==> src/rtl/icache_line_fill_if.sv <==
// Bundle of the miss, memory-bus, SRAM-write and completion signals of the
// instruction-cache line fill engine. The engine uses the master view; the
// surrounding cache and memory environment uses the slave view.
interface icache_line_fill_if #(
    parameter int AW     = 32,
    parameter int LINE_W = 512,
    parameter int BEAT_W = 128,
    parameter int IDX_W  = 9
);
    logic              miss_v;
    logic              miss_rdy;
    logic [AW-1:0]     miss_adr;
    logic              mreq_v;
    logic              mreq_rdy;
    logic [AW-1:0]     mreq_adr;
    logic              mresp_v;
    logic              mresp_rdy;
    logic [BEAT_W-1:0] mresp_dat;
    logic              mresp_err;
    logic              sram_wr;
    logic [IDX_W-1:0]  sram_wadr;
    logic [LINE_W-1:0] sram_wdat;
    logic              fill_done;
    logic              fill_err;
    logic [AW-1:0]     fill_adr;

    modport master (
        input  miss_v, miss_adr, mreq_rdy, mresp_v, mresp_dat, mresp_err,
        output miss_rdy, mreq_v, mreq_adr, mresp_rdy,
               sram_wr, sram_wadr, sram_wdat, fill_done, fill_err, fill_adr
    );

    modport slave (
        output miss_v, miss_adr, mreq_rdy, mresp_v, mresp_dat, mresp_err,
        input  miss_rdy, mreq_v, mreq_adr, mresp_rdy,
               sram_wr, sram_wadr, sram_wdat, fill_done, fill_err, fill_adr
    );
endinterface

==> src/rtl/icache_line_fill.sv <==
// Instruction-cache miss fill engine: takes one miss, issues one burst read,
// assembles the in-order beats into a full line, writes it to the line SRAM in
// a single cycle and pulses done (or err on bus error / beat timeout).
module icache_line_fill #(
    parameter int AW     = 32,
    parameter int LINE_W = 512,
    parameter int BEAT_W = 128,
    parameter int IDX_W  = 9,
    parameter int TMO    = 1023
) (
    input logic                clk,
    input logic                rst,
    icache_line_fill_if.master bus
);

    localparam int BEATS = LINE_W / BEAT_W;
    localparam int CNT_W = (BEATS > 1) ? $clog2(BEATS) : 1;
    localparam int TMO_W = $clog2(TMO + 1);
    localparam logic [AW-1:0] OFS_MASK = {{(AW-6){1'b0}}, 6'h3F};

    typedef enum logic [2:0] {
        S_IDLE,
        S_REQ,
        S_COLLECT,
        S_WRITE,
        S_ERR
    } state_t;

    state_t            state_q, state_d;
    logic [CNT_W-1:0]  cnt_q, cnt_d;
    logic [TMO_W-1:0]  tmo_q, tmo_d;
    logic [LINE_W-1:0] line_q, line_d;
    logic [AW-1:0]     adr_q, adr_d;

    // State, beat/timeout counters, line buffer and fill address; all cleared by reset.
    always_ff @(posedge clk or negedge rst) begin
        if (!rst) begin
            state_q <= S_IDLE;
            cnt_q   <= '0;
            tmo_q   <= '0;
            line_q  <= '0;
            adr_q   <= '0;
        end else begin
            state_q <= state_d;
            cnt_q   <= cnt_d;
            tmo_q   <= tmo_d;
            line_q  <= line_d;
            adr_q   <= adr_d;
        end
    end

    // Next-state, beat placement and handshake outputs; strobes are purely state-decoded.
    always_comb begin
        state_d       = state_q;
        cnt_d         = cnt_q;
        tmo_d         = tmo_q;
        line_d        = line_q;
        adr_d         = adr_q;
        bus.miss_rdy  = 1'b0;
        bus.mreq_v    = 1'b0;
        bus.mresp_rdy = 1'b0;
        bus.sram_wr   = 1'b0;
        bus.fill_done = 1'b0;
        bus.fill_err  = 1'b0;
        bus.mreq_adr  = adr_q;
        bus.fill_adr  = adr_q;
        bus.sram_wadr = adr_q[IDX_W+5:6];
        bus.sram_wdat = line_q;

        case (state_q)
            S_IDLE: begin
                // Ready is masked while reset is held so nothing upstream sees a ready engine early.
                bus.miss_rdy = rst;
                if (bus.miss_v) begin
                    adr_d   = bus.miss_adr & ~OFS_MASK;
                    state_d = S_REQ;
                end
            end
            S_REQ: begin
                bus.mreq_v = 1'b1;
                cnt_d      = '0;
                tmo_d      = '0;
                if (bus.mreq_rdy) begin
                    state_d = S_COLLECT;
                end
            end
            S_COLLECT: begin
                bus.mresp_rdy = 1'b1;
                if (bus.mresp_v) begin
                    for (int k = 0; k < BEATS; k++) begin
                        if (cnt_q == CNT_W'(k)) begin
                            line_d[k*BEAT_W +: BEAT_W] = bus.mresp_dat;
                        end
                    end
                    cnt_d = cnt_q + CNT_W'(1);
                    tmo_d = '0;
                    // A bus error wins even on the last beat: the line is never written.
                    if (bus.mresp_err) begin
                        state_d = S_ERR;
                    end else if (cnt_q == CNT_W'(BEATS - 1)) begin
                        state_d = S_WRITE;
                    end
                end else if (tmo_q == TMO_W'(TMO - 1)) begin
                    state_d = S_ERR;
                end else begin
                    tmo_d = tmo_q + TMO_W'(1);
                end
            end
            S_WRITE: begin
                bus.sram_wr   = 1'b1;
                bus.fill_done = 1'b1;
                state_d       = S_IDLE;
            end
            S_ERR: begin
                bus.fill_err = 1'b1;
                state_d      = S_IDLE;
            end
            default: begin
                state_d = S_IDLE;
            end
        endcase
    end

endmodule
==> src/flat_wrapper.sv <==
// flat-port wrapper written by rule: the top's interface ports become plain ports
module icache_line_fill_flat 
#(
    parameter int AW     = 32,
    parameter int LINE_W = 512,
    parameter int BEAT_W = 128,
    parameter int IDX_W  = 9,
    parameter int TMO    = 1023
)
  (clk, rst, bus_miss_v, bus_miss_adr, bus_mreq_rdy, bus_mresp_v, bus_mresp_dat, bus_mresp_err, bus_miss_rdy, bus_mreq_v, bus_mreq_adr, bus_mresp_rdy, bus_sram_wr, bus_sram_wadr, bus_sram_wdat, bus_fill_done, bus_fill_err, bus_fill_adr);
  icache_line_fill_if #(.AW(AW), .LINE_W(LINE_W), .BEAT_W(BEAT_W), .IDX_W(IDX_W)) bus_i ();
  input logic clk;
  input logic rst;
  input wire logic [$bits(bus_i.miss_v)-1:0] bus_miss_v;
  input wire logic [$bits(bus_i.miss_adr)-1:0] bus_miss_adr;
  input wire logic [$bits(bus_i.mreq_rdy)-1:0] bus_mreq_rdy;
  input wire logic [$bits(bus_i.mresp_v)-1:0] bus_mresp_v;
  input wire logic [$bits(bus_i.mresp_dat)-1:0] bus_mresp_dat;
  input wire logic [$bits(bus_i.mresp_err)-1:0] bus_mresp_err;
  output wire logic [$bits(bus_i.miss_rdy)-1:0] bus_miss_rdy;
  output wire logic [$bits(bus_i.mreq_v)-1:0] bus_mreq_v;
  output wire logic [$bits(bus_i.mreq_adr)-1:0] bus_mreq_adr;
  output wire logic [$bits(bus_i.mresp_rdy)-1:0] bus_mresp_rdy;
  output wire logic [$bits(bus_i.sram_wr)-1:0] bus_sram_wr;
  output wire logic [$bits(bus_i.sram_wadr)-1:0] bus_sram_wadr;
  output wire logic [$bits(bus_i.sram_wdat)-1:0] bus_sram_wdat;
  output wire logic [$bits(bus_i.fill_done)-1:0] bus_fill_done;
  output wire logic [$bits(bus_i.fill_err)-1:0] bus_fill_err;
  output wire logic [$bits(bus_i.fill_adr)-1:0] bus_fill_adr;
  assign bus_i.miss_v = bus_miss_v;
  assign bus_i.miss_adr = bus_miss_adr;
  assign bus_i.mreq_rdy = bus_mreq_rdy;
  assign bus_i.mresp_v = bus_mresp_v;
  assign bus_i.mresp_dat = bus_mresp_dat;
  assign bus_i.mresp_err = bus_mresp_err;
  assign bus_miss_rdy = bus_i.miss_rdy;
  assign bus_mreq_v = bus_i.mreq_v;
  assign bus_mreq_adr = bus_i.mreq_adr;
  assign bus_mresp_rdy = bus_i.mresp_rdy;
  assign bus_sram_wr = bus_i.sram_wr;
  assign bus_sram_wadr = bus_i.sram_wadr;
  assign bus_sram_wdat = bus_i.sram_wdat;
  assign bus_fill_done = bus_i.fill_done;
  assign bus_fill_err = bus_i.fill_err;
  assign bus_fill_adr = bus_i.fill_adr;
  icache_line_fill #(.AW(AW), .LINE_W(LINE_W), .BEAT_W(BEAT_W), .IDX_W(IDX_W), .TMO(TMO)) u_core (.clk(clk), .rst(rst), .bus(bus_i));
endmodule
==> config.mk <==
export PLATFORM = sky130hd
export DESIGN_NAME = icache_line_fill_flat
export DESIGN_NICKNAME = d
export VERILOG_FILES = /design/src/rtl/icache_line_fill_if.sv /design/src/rtl/icache_line_fill.sv /design/src/flat_wrapper.sv
export SDC_FILE = /design/constraint.sdc
export NUM_CORES = 1
export LEC_CHECK = 0
export ABC_AREA = 0
export BUFFER_PORTS_ARGS = -buffer_cell sky130_fd_sc_hd__buf_2
export CAP_MARGIN = 10
export CELL_PAD_IN_SITES_DETAIL_PLACEMENT = 1
export CELL_PAD_IN_SITES_GLOBAL_PLACEMENT = 2
export CORE_AREA = 5 5 294 296
export CTS_BUF_LIST = sky130_fd_sc_hd__clkbuf_8
export DETAILED_ROUTE_END_ITERATION = 10
export DIE_AREA = 0 0 299 301
export GPL_TIMING_DRIVEN = 0
export PLACE_DENSITY_LB_ADDON = 0.15
export SETUP_SLACK_MARGIN = 0.1
export SKIP_CTS_REPAIR_TIMING = 1
export SLEW_MARGIN = 40
export SYNTH_ARGS = -nofsm -noshare
export SYNTH_HDL_FRONTEND = slang
export SYNTH_SLANG_ARGS = --single-unit
==> constraint.sdc <==
create_clock -name clk -period 4.5 [get_ports clk]
set_clock_uncertainty 0.15 [all_clocks]
set_input_delay 0.45 -clock clk [delete_from_list [all_inputs] [get_ports clk]]
set_output_delay 0.45 -clock clk [all_outputs]
set_load 0.02 [all_outputs]
# Yosys cells after proc, flatten, opt, wreduce, memory -nomap -nowiden
# Index checks and enable logic that the tools add are counted.
# W data, S select, Z words.
[totals]
ff_bits = 553
in_bits = 166
out_inout_bits = 591
elab_cells = 52
[op_classes]
n_addsub = 2
eq_ne = 14
mux = 17
n_reduce_logical = 11
[op_table]
columns = ["operator", "n"]
rows = [
  ["$mux W10", 2],
  ["$pmux W10 S2", 1],
  ["$mux W3", 6],
  ["$reduce_and A3 Y1", 4],
  ["$add A10 B1 Y10 const B", 1],
  ["$eq A10 B10 Y1 const B", 1],
  ["$pmux W3 S3", 1],
  ["$eq A3 B2 Y1 const B", 2],
  ["$ne A2 B2 Y1 const B", 3],
  ["$reduce_and A2 Y1", 3],
  ["$mux W1", 5],
  ["$eq A2 B2 Y1 const B", 2],
  ["$ne A4 B3 Y1 const B", 1],
  ["$pmux W2 S2", 1],
  ["$reduce_and A4 Y1", 1],
  ["$eq A3 B1 Y1 const B", 1],
  ["$eq A3 B3 Y1 const B", 1],
  ["$logic_not A3 Y1", 1],
  ["$ne A3 B2 Y1 const B", 1],
  ["$ne A3 B3 Y1 const B", 1],
  ["$add A2 B1 Y2 const B", 1],
  ["$eq A2 B1 Y1 const B", 1],
  ["$logic_not A2 Y1", 1],
  ["$mux W2", 1],
  ["$reduce_bool A2 Y1", 1],
]

# Logic depth before layout (Yosys ltp)
# Gate-level depths: netlist of the first run.
[logic_depth]
depth_word = 5
ltp_mapped = 7
depth_no_buf = 6

# Least setup slack after synthesis of the first run
# No wires, ideal clock.
[synth_timing]
path_kind = "register to register"
startpoint = "reg u_core.state_q[1]"
endpoint = "reg u_core.cnt_q[1]"
setup_time_ns = 0.083
t_arrival_ns = 1.842
required_ns = 4.267
path_slack_ns = 2.425
path_stages_with_launch = 7
n_path_buf = 2
period_less_slack_ns = 2.075
path_cell_list = "dfrtp_1 -> buf_2 -> nor3b_1 -> or2_2 -> clkbuf_1 -> nand3_1 -> o21ai_0"
[synth_via]
elab_chain_cells = 3
word_cells_on_any_way = 6
cone_classes = "3 x eq/ne; 1 x mux; 2 x reduce/logical"
[synth_rtl]
columns = ["item", "line_no", "source"]
rows = [
  ["start, declared", "icache_line_fill.sv:29", "state_t state_q, state_d;"],
  ["start signal, assigned", "icache_line_fill.sv:44", "state_q <= state_d;"],
  ["$eq A3 B2 Y1 or $eq A3 B1 Y1 (tied branches)", "icache_line_fill.sv:70", "case (state_q)"],
  ["$ne A2 B2 Y1 (no line) or $reduce_bool A2 Y1 (tied branches)", "--", ""],
  ["$reduce_and A2 Y1 (no line)", "--", ""],
  ["end signal, assigned", "icache_line_fill.sv:45", "cnt_q <= cnt_d;"],
  ["end, declared", "icache_line_fill.sv:30", "logic [CNT_W-1:0] cnt_q, cnt_d;"],
]
# Several ways; a longest one is shown, not always the timed one.
# A chain may end at the register's enable or synchronous reset.

# Worst setup path in the final report of the first run
[layout_timing]
startpoint = "in rst"
endpoint = "out bus_miss_rdy"
[layout_via]
elab_chain_cells = 1
[layout_rtl]
columns = ["item", "line_no", "source"]
rows = [
  ["start, declared", "flat_wrapper.sv:13", "input logic rst;"],
  ["$mux W1", "icache_line_fill.sv:70", ""],
  ["end, declared", "flat_wrapper.sv:20", "output wire logic [$bits(bus_i.miss_rdy)-1:0] bus_miss_rdy;"],
]
# No other way between the ends.

==> metrics.md, run 1 <==
| Metric | Value |
|---|---|
| Status | finished clean |
| Seq/Total Area, Yosys | 64.52% |
| # DRC | 0 |
| CP Class | input port to output pin |
| Detail Route met3 WL | ~6100 um |
| Flop-to-flop setup slack | around 2.0 ns |
| Slowest stage cell, crit path | dlygate4sd3_1 |
| I/O Pins | about 760 |
| Post-DP HPWL | 60650 um |
| GPL Wtd Cong | between 0.7 and 0.8 |
| Layout Cells excl Fill | 3493 |
| H-Tree Depth | 3 |
| DR iter-0 viols | between 400 and 500 |
| RSZ-0062 raised after global routing | no |
| Reg2reg start | u_core.state_q[2] |
| Drt pass-1 iters | 6 |
| CTS tree | built |
| Congestion Overflow GR | 0 |
| CP startpoint kind | input port |
| Port buffer count | ~740 |
| Max Cap Viol | 0 |
| Clock transition at the registers of the reported paths | around 0.050 ns |
| Vias in the first global route | between 15000 and 20000 |
| Vias per cell | approximately 4.3 |
| Initial antenna violation count | 7 |
| Max VDD drop | roughly 0.34 mV |
| Total track usage | between 15 and 20% |
| Max FO, Critical Path | 60 |
| Worst setup EP type | output pin |
| Setup TNS | 0 ns |
| Share of cells above drive strength 1 | 47.65% |
| Stages on the worst setup path | 5 |
| Metal-1 WL | approximately 30000 um |
| Initial Util | between 20% and 30% |
| Number of fill cells | 8909 |
| Hold Crit Start | bus_mresp_dat[8] |
| CTS Sinks | between 500 and 600 |
| CP max stage delay | 0.56 ns |
| Worst path top cell family by delay | buffers and inverters |
| PD cells | around 780 nW/um^2 |
| Post-synth EDFFs | 0 |
| Pleak | between 15 and 20 nW |
| Die Y-Extent | 301 um |
| R2r worst-path depth | 6 |
| Clk Latency, worst-skew pair | around 0.67 ns |
| Hold path depth | 2 |
| Via count | around 15000 |
| Synth Instances | 1299 |
| Reg2Reg Capture Point | u_core.bus.sram_wdat[396] |
| Cells along the critical path | dlygate4sd3_1, buf_8, buf_16, and2_1, buf_2 |
| CTS root buf | clkbuf_8 |
| Total Routed Length | around 80000 um |
| Post-Syn Area | 21450 sq um |
| Fin. max-slew vios | 0 |
| FP Rows | roughly 110 |
| WP data required | 3.90 ns |
| Most used flip-flop cell after synthesis | dfrtp_1 |
| DR WL met2 | approximately 42000 um |
| DR top layer | met5 |
| Synth-to-layout area growth | 42.49% |
| Die ar. | between 80000 and 90000 sq um |
| Largest net degree at the start of global routing | 72 |
| Syn Area/Cell | 16.51 sq um |
| Synth warn | 0 |
| Hold endpoint | u_core.bus.sram_wdat[8] |
| Wire per inst | 22.73 um |
| Async SR Flop Fraction | 100.0% |
| Crit path time final | 2.731 ns |
| Inserted Clock Buffers | 104 |
| Core region area | between 80000 and 90000 sq um |
| Placed Cells | 3137 |
| Remaining antenna violation count | 0 |
| Fin crit share | between 60% and 70% |
| Distinct cell type count after synthesis | 42 |
| Final Hold Fails | 0 |
| Synth Register Bits | 553 |
| First-pass GRT wire length | ~110000 um |
| Setup-failing EPs final | 0 |
| Bufs and invs on worst path | 4 |
| CP arrival | 2.13 ns |
| Worst min-delay path class | input port to flop |
| Die width | between 200 and 300 um |
| Clock tree buffer depth | 3 |
| # nets final | 2493 |
| Fmax | 0.3662 GHz |
worst max path at each step:
stage | slack (ns) | from | to
floorplan | 2.43 | u_core.state_q[1] | u_core.cnt_q[1]
global route | 1.60 | rst | bus_miss_rdy
finish | 1.77 | rst | bus_miss_rdy
CTS | 1.57 | u_core.state_q[1] | bus_mreq_v
detailed placement | 1.85 | bus_mresp_v | u_core.bus.sram_wdat[393]
global placement | -9.06 | rst | u_core.bus.sram_wdat[325]
report_power, final:
| group | internal [mW] | switching (mW) |
|---|---|---|
| clock | 2.77 | 2.20 |
| combinational | 3.75 | 6.44 |
| sequential | 7.35 | 1.23 |
| total | 13.9 | 9.87 |
cell families after synthesis:
family                   Yosys count  synth area share, %
other                              1              0.01749
adder cells (fa/ha/maj)            6               0.3500
AND/OR/NAND/NOR                   51                1.458
multiplexers                     539                28.29
flip-flops                       553                64.52
XOR/XNOR                           1              0.04085
AO/OA/AOI/OAI                     26               0.7293
buffers and inverters            122                4.586
layout make-up:
class / instances / area, sq um / share of cell area (%)
repair buffers: 905 / 5533 / 18.11
plain buffers: 115 / 957.2 / 3.132
diodes: 4 / 10.01 / 0.03275
inverters: 7 / 26.28 / 0.08598
clock buffers: 136 / 1872 / 6.125
well taps: 1080 / 1351 / 4.422
clock inverters: 58 / 300.3 / 0.9826
flip-flops and latches: 553 / 13840 / 45.28
multi-input cells: 635 / 6671 / 21.83
per-layer routing:
| metal | GRT usage [%] | vias up |
|---|---|---|
| li1 | - | 6596 |
| met1 | 18.09 | 7732 |
| met2 | 31.13 | 523 |
| met3 | 6.128 | 119 |
| met4 | 4.578 | 2 |
| met5 | 0 | - |
Yosys cell counts (2+ instances only):
master | number | area [sq um]
o21ai_0 | 10 | 50.05
dfrtp_1 | 553 | 13840
nand2b_1 | 2 | 12.51
nand2_1 | 11 | 41.29
and2_1 | 2 | 12.51
or4_1 | 3 | 22.52
nor2_1 | 2 | 7.510
a31oi_1 | 2 | 12.51
clkbuf_1 | 3 | 11.26
a21oi_1 | 6 | 30.03
nand3_1 | 6 | 30.03
nand4_1 | 2 | 12.51
and3_1 | 3 | 18.77
or3_1 | 2 | 12.51
buf_6 | 32 | 360.4
inv_1 | 7 | 26.28
o31ai_1 | 3 | 22.52
buf_2 | 6 | 30.03
nor4_1 | 3 | 18.77
ha_1 | 6 | 75.07
mux2_2 | 129 | 1453
buf_4 | 74 | 555.5
nor2b_1 | 2 | 12.51
nor3b_1 | 4 | 30.03
mux2_1 | 409 | 4606
stage by stage:
stage          instance area, sq um  hold WS [ns]  total power [mW]  setup slack, ns  util, %
3_3_place_gp                  26530        0.3195             18.75           -9.063    31.86
4_1_cts                       28960       -0.5360             24.13            1.571    34.77
6_report                      30560       0.05048             23.73            1.769    36.69
2_1_floorplan                 21490      0.004409             14.30            2.425        -
3_5_place_dp                  26790        0.2572             18.99            1.845    32.17
5_1_grt                       30560       0.03002             25.11            1.597    36.69
state kept, by name, summed over array words and instances (netlist names):
register / cells
u_core.tmo_q: 10
u_core.cnt_q: 2
u_core.bus.sram_wdat: 512
u_core.state_q: 3
u_core.bus.fill_adr: 26
cells in the final DEF, fill, tap and decap left out, types with 14 or more instances in the layout:
| cell type | netlist | layout |
|---|---|---|
| buf_4 | 74 | 74 |
| dfrtp_1 | 553 | 553 |
| buf_2 | 6 | 743 |
| inv_1 | 7 | 45 |
| buf_6 | 32 | 32 |
| mux2_2 | 129 | 129 |
| clkinv_2 | 0 | 14 |
| clkbuf_8 | 0 | 136 |
| dlygate4sd3_1 | 0 | 158 |
| mux2_1 | 409 | 409 |
Note: power is estimated with default switching activity, not from simulation.
==> inputs of run 2 (changes only) <==
==> constraint.sdc (replaced) <==
create_clock -name clk -period 2.5 [get_ports clk]
set_clock_uncertainty 0.15 [all_clocks]
set_input_delay 0.25 -clock clk [delete_from_list [all_inputs] [get_ports clk]]
set_output_delay 0.25 -clock clk [all_outputs]
set_load 0.02 [all_outputs]
==> run 2 against run 1 <==
  * Die area is the same
  * Sequential share of layout area shrank 0.50 points
  * Sequential power grew 80%
  * Clock-buffer cell count is the same
  * Flip-flop and latch count is the same
  * Largest cell class unchanged
==> metrics.md, run 2 (same netlist as run 1, synthesis figures left out) <==
| Metric | Value |
|---|---|
| WP data required | 2.89 ns (-1.01 ns) |
| H-Tree Depth | 3 (unchanged) |
| Fin. max-slew vios | 0 (unchanged) |
| First-pass GRT wire length | 113500 um (unchanged) |
| FF+latch area | 13840 sq um (about the same) |
| Fin crit share | between 90% and 100% |
| DR iter-0 viols | 377 (-7.6%) |
| RSZ-0062 raised after global routing | yes |
| R2r worst-path depth | 7 (+1) |
| Clock tree buffer depth | 3 (unchanged) |
| Die ar. | 90000 sq um (unchanged) |
| Post-DP HPWL | 60650 um (unchanged) |
| FP Rows | 106 (unchanged) |
| Pleak | 16.29 nW (+0.90%) |
| Final instance area | 30900 sq um (+1.1%) |
| # DRC | 0 (unchanged) |
| Share of cells above drive strength 1 | 47.85% (+0.20 points) |
| Clock transition at the registers of the reported paths | 0.06 ns (about the same) |
| CP startpoint kind | flop |
| Max FO, Critical Path | 10 (-83%) |
| Commonest non-fill, non-tap cell in the layout | buf_2 |
| Wire per inst | 22.79 um (+0.29%) |
| Port buffer count | 738 (unchanged) |
| Hold path depth | 5 (+3) |
| Status | finished clean |
| Drt pass-1 iters | 6 (unchanged) |
| I/O Pins | 757 (unchanged) |
| Die Y-Extent | 301 um (unchanged) |
| Crit path time final | 2.318 ns |
| Initial Util | 25.75% (unchanged) |
| Area of the multi-input gates | 6691 sq um (+0.30%) |
| CTS Sinks | 553 (unchanged) |
| Setup TNS | 0 ns (unchanged) |
| CTS tree | built |
| Max Cap Viol | 0 (unchanged) |
| Vias per cell | 4.292 (+0.14%) |
| Number of fill cells | 8882 (-0.30%) |
| Initial antenna violation count | 7 (unchanged) |
| Most used cells in the layout excluding fill and tap cells | 741 x buf_2, 552 x dfrtp_1, 409 x mux2_1, 164 x dlygate4sd3_1, 136 x clkbuf_8 |
| Hold endpoint | u_core.cnt_q[0] |
| CTS root buf | clkbuf_8 |
| # nets final | 2508 (+0.60%) |
| GPL Wtd Cong | 0.7733 (unchanged) |
| Reg2Reg Capture Point | u_core.bus.sram_wdat[477] |
| Die width | 299 um (unchanged) |
| Inserted Clock Buffers | 104 (unchanged) |
| Final Hold Fails | 0 (unchanged) |
| PD cells | 1385 nW/um^2 (+78%) |
| Max reg flops | 512 (unchanged) |
| CP startpoint | u_core.state_q[1] |
| Placed cell areas | 26790 sq um (unchanged) |
| Max VDD drop | 0.6097 mV (+80%) |
| Vias in the first global route | 16079 (unchanged) |
| Remaining antenna violation count | 0 (unchanged) |
| Worst setup EP type | flop |
| Clk Latency, worst-skew pair | 0.68 ns (about the same) |
| Total track usage | 16.81% (unchanged) |
| CP arrival | 2.70 ns (+0.57 ns) |
| Hold Crit Start | bus_mresp_v |
| Largest net degree at the start of global routing | 72 (unchanged) |
| Core region area | 83290 sq um (unchanged) |
| Via count | 15057 (+0.57%) |
| WHS | 0.04771 ns (-0.002770 ns) |
| Congestion Overflow GR | 0 (unchanged) |
| Worst min-delay path class | input port to flop |
| Total Routed Length | 79960 um (+0.72%) |
| Reg2reg start | u_core.state_q[1] |
| Fmax | 0.4314 GHz |
| Flop-to-flop setup slack | 0.18 ns (-1.77 ns) |
| CP Class | flop to flop |
| Synth-to-layout area growth | 44.10% |
| Setup-failing EPs final | 0 (unchanged) |
[run 2: per-stage QoR]
step	total power [mW]	setup WS, ns	cells	utilization [%]
floorplan	25.74	0.4254	1310	-
global placement	33.75	-10.86	3128	31.86
detailed placement	34.17	-0.1324	3137	32.17
CTS	43.43	-0.2294	3331	34.77
global route	45.28	0.07172	3508	37.10
finish	42.81	0.1822	3508	37.10
[run 2: worst max path at each step]
stage                                 to  cells past startpoint
2_1_floorplan            u_core.cnt_q[1]                      6
3_3_place_gp   u_core.bus.sram_wdat[325]                      1
3_5_place_dp   u_core.bus.sram_wdat[393]                      6
4_1_cts                       bus_mreq_v                      3
5_1_grt        u_core.bus.sram_wdat[475]                      7
6_report       u_core.bus.sram_wdat[477]                      7
[run 2: final cells by class]
| cell class | instances | area share [%] |
|---|---|---|
| diodes | 4 | 0.03239 |
| multi-input cells | 635 | 21.65 |
| plain buffers | 115 | 3.150 |
| clock buffers | 136 | 6.057 |
| flip-flops and latches | 553 | 44.78 |
| clock inverters | 58 | 0.9717 |
| well taps | 1080 | 4.372 |
| repair buffers | 920 | 18.90 |
| inverters | 7 | 0.08502 |
[run 2: report_power, final]
part,switching [mW],leakage [nW],total (mW),internal [mW]
Sequential,2.23,7.08,15.5,13.2
Clock,3.95,1.27,8.93,4.98
Combinational,11.6,7.94,18.4,6.81
Total,17.8,16.3,42.8,25.0
[run 2: worst max-delay path, stage by stage (launching register included)]
cell and delay (ns):
dfrtp_1 0.35, buf_2 0.17, and4bb_1 0.21, buf_4 0.17, nand2_1 0.21, buf_6 0.26
buf_4 0.29, mux2_1 0.35
[run 2: per-layer routing]
metal	global-route usage [%]	part of all wire, %	vias to the layer above
met5	0	0.016	-
met4	4.578	2.3	2
met3	6.128	7.3	117
met2	31.13	53	519
met1	18.09	37	7783
li1	-	-	6636
==> inputs of run 3 (changes only) <==
--- a/config.mk
+++ b/config.mk
@@ -16,7 +16,7 @@
 export DIE_AREA = 0 0 299 301
 export GPL_TIMING_DRIVEN = 0
 export PLACE_DENSITY_LB_ADDON = 0.15
-export SETUP_SLACK_MARGIN = 0.1
+export SETUP_SLACK_MARGIN = 0.5
 export SKIP_CTS_REPAIR_TIMING = 1
 export SLEW_MARGIN = 40
 export SYNTH_ARGS = -nofsm -noshare
==> run 3 against run 2 <==
  * The flow now finishes with violations (hold timing)
  * Worst setup slack gained 0.21 ns
  * Sequential power is essentially flat
  * Critical path depth is the same
  * Clock power grew 0.6%
  * Critical path type unchanged
  * Critical endpoint is now u_core.bus.sram_wdat[387]
  * Largest cell class unchanged
==> metrics.md, run 3 (same netlist as run 1, synthesis figures left out) <==
| Metric | Value |
|---|---|
| Status | finished, violations left |
| Failing checks | hold timing |
| Die Y-Extent | 301 um (unchanged) |
| Post-DP HPWL | 60540 um (-0.19%) |
| Drt pass-1 iters | 4 (-2) |
| Clk network pwr share | 20.5% (-0.4 points) |
| FF+latch area | 13840 sq um (unchanged) |
| Clock tree buffer depth | 3 (unchanged) |
| Max reg flops | 512 (unchanged) |
| CTS Sinks | 553 (unchanged) |
| Clock transition at the registers of the reported paths | 0.06 ns (about the same) |
| Layout Cells excl Fill | 3524 (+0.46%) |
| Initial antenna violation count | 3 (-4) |
| Placed Cells | 3137 (unchanged) |
| Reg2reg start | u_core.state_q[0] |
| Largest net degree at the start of global routing | 72 (unchanged) |
| Switching portion of total power | 41.16% (-0.39 points) |
| CP arrival | 2.50 ns (-0.20 ns) |
| Pleak | 17.07 nW (+4.8%) |
| Vias per cell | 4.293 (about the same) |
| Via count | 15128 (+0.47%) |
| Setup-failing EPs final | 0 (unchanged) |
| Max FO, Critical Path | 8 (-2) |
| Area of the multi-input gates | 7129 sq um (+6.5%) |
| Max VDD drop | 0.5328 mV (-13%) |
| Total Routed Length | 83630 um (+4.6%) |
| I/O Pins | 757 (unchanged) |
| Internal power | 25.82 mW (+3.2%) |
| Crit path time final | 2.107 ns (-0.2109 ns) |
| Commonest non-fill, non-tap cell in the layout | buf_2 |
| RSZ-0062 raised after global routing | yes |
| Wire per inst | 23.73 um (+4.1%) |
| CP startpoint kind | flop |
| PD cells | 1370 nW/um^2 (-1.1%) |
| Sequential share of power | 35.4% (-0.7 points) |
| Fin crit share | 84.28% (-8.4 points) |
| Most used cells in the layout excluding fill and tap cells | 734 x buf_2, 552 x dfrtp_1, 307 x mux2_1, 159 x dlygate4sd3_1, 129 x mux2_2 |
| Congestion Overflow GR | 0 (unchanged) |
| Vias in the first global route | 16128 (+0.30%) |
| CP startpoint | u_core.state_q[0] |
| FP Rows | 106 (unchanged) |
| H-Tree Depth | 3 (unchanged) |
| Fin. max-slew vios | 0 (unchanged) |
| Number of fill cells | 8867 (-0.17%) |
| Synth-to-layout area growth | 49.38% |
| Final Hold Fails | 46 (+46) |
| GPL Wtd Cong | 0.7672 (-0.79%) |
| DR iter-0 viols | 439 (+16%) |
| Share of cells above drive strength 1 | 52.78% (+4.9 points) |
| WHS | -0.07460 ns (-0.1223 ns) |
| Combinational share of power | 44.1% (+1.1 points) |
| Port buffer count | 738 (unchanged) |
| Inserted Clock Buffers | 103 (-0.96%) |
| Finished Core Util | 38.47% (+1.4 points) |
| CP Class | flop to flop |
| Initial Util | 25.75% (unchanged) |
| CTS tree | built |
| Worst min-delay path class | input port to async pin |
| Max Cap Viol | 0 (unchanged) |
| Worst setup EP type | flop |
| Die width | 299 um (unchanged) |
| Remaining antenna violation count | 0 (unchanged) |
| Die ar. | 90000 sq um (unchanged) |
| First-pass GRT wire length | 113900 um (+0.29%) |
| WP data required | 2.89 ns (about the same) |
| P_sw | 18.06 mW (+1.6%) |
| Fmax | 0.4746 GHz (+10%) |
| # DRC | 0 (unchanged) |
| CTS root buf | clkbuf_8 |
| Clk Latency, worst-skew pair | 0.69 ns (about the same) |
| # nets final | 2529 (+0.84%) |
| Core region area | 83290 sq um (unchanged) |
| Total track usage | 16.95% (+0.14 points) |
| Total Power | 43.88 mW (+2.5%) |
run 3: worst paths after layout:
check / end / slack, ns / depth (start not counted)
max: u_core.bus.sram_wdat[387] / 0.39 / 7
min in group clk: u_core.bus.fill_adr[28] / 0.17 / 3
min: u_core.bus.sram_wdat[248] / -0.07 / 8
max reg2reg: u_core.bus.sram_wdat[387] / 0.39 / 7
max in group asynchronous: u_core.bus.sram_wdat[309] / 1.04 / 11
min reg2reg: u_core.bus.sram_wdat[286] / 0.33 / 1
run 3: area by class of cell:
cell class	count	share of cell area, %
Inverter	7	0.08201
Antenna cell	2	0.01562
Sequential cell	553	43.20
Tap cell	1080	4.218
Clock inverter	62	1.207
Buffer	115	3.972
Timing Repair Buffer	942	19.56
Multi-Input combinational cell	635	22.25
Clock buffer	128	5.499
run 3: layer usage:
metal | track usage, % | vias to the layer above | wire (um)
li1 | - | 6689 | -
met1 | 18.01 | 7807 | 30790
met2 | 31.11 | 503 | 44480
met3 | 6.395 | 127 | 6187
met4 | 5.401 | 2 | 2155
met5 | 0 | - | 13
run 3: stage by stage:
step	TNS [ns]	worst slack, ns	cell area, sq um	hold slack [ns]
6_report	0	0.3931	32040	-0.07460
5_1_grt	0	0.2870	32040	-0.09723
4_1_cts	-2.793	-0.1660	28940	-0.8144
3_5_place_dp	-2.643	-0.1367	26800	-0.01807
3_3_place_gp	-6018.24	-10.98	26540	0.3205
2_1_floorplan	0	0.6313	21490	-0.1956
run 3: power by group through the flow:
stage / combinational [mW] / sequential, mW / clock [mW]
6_report: 19.4 / 15.5 / 8.98
5_1_grt: 20.5 / 16.0 / 9.81
4_1_cts: 18.5 / 15.5 / 9.37
3_5_place_dp: 18.5 / 15.6 / 0
3_3_place_gp: 18.3 / 15.5 / 0
2_1_floorplan: 5.05 / 20.7 / 0
run 3: worst max-delay path: stages (launching register included):
cell and delay, ns:
dfrtp_1 0.37, buf_6 0.14, and4bb_1 0.30, buf_6 0.17, nand2_8 0.11, buf_16 0.21
buf_16 0.17, mux2_1 0.31
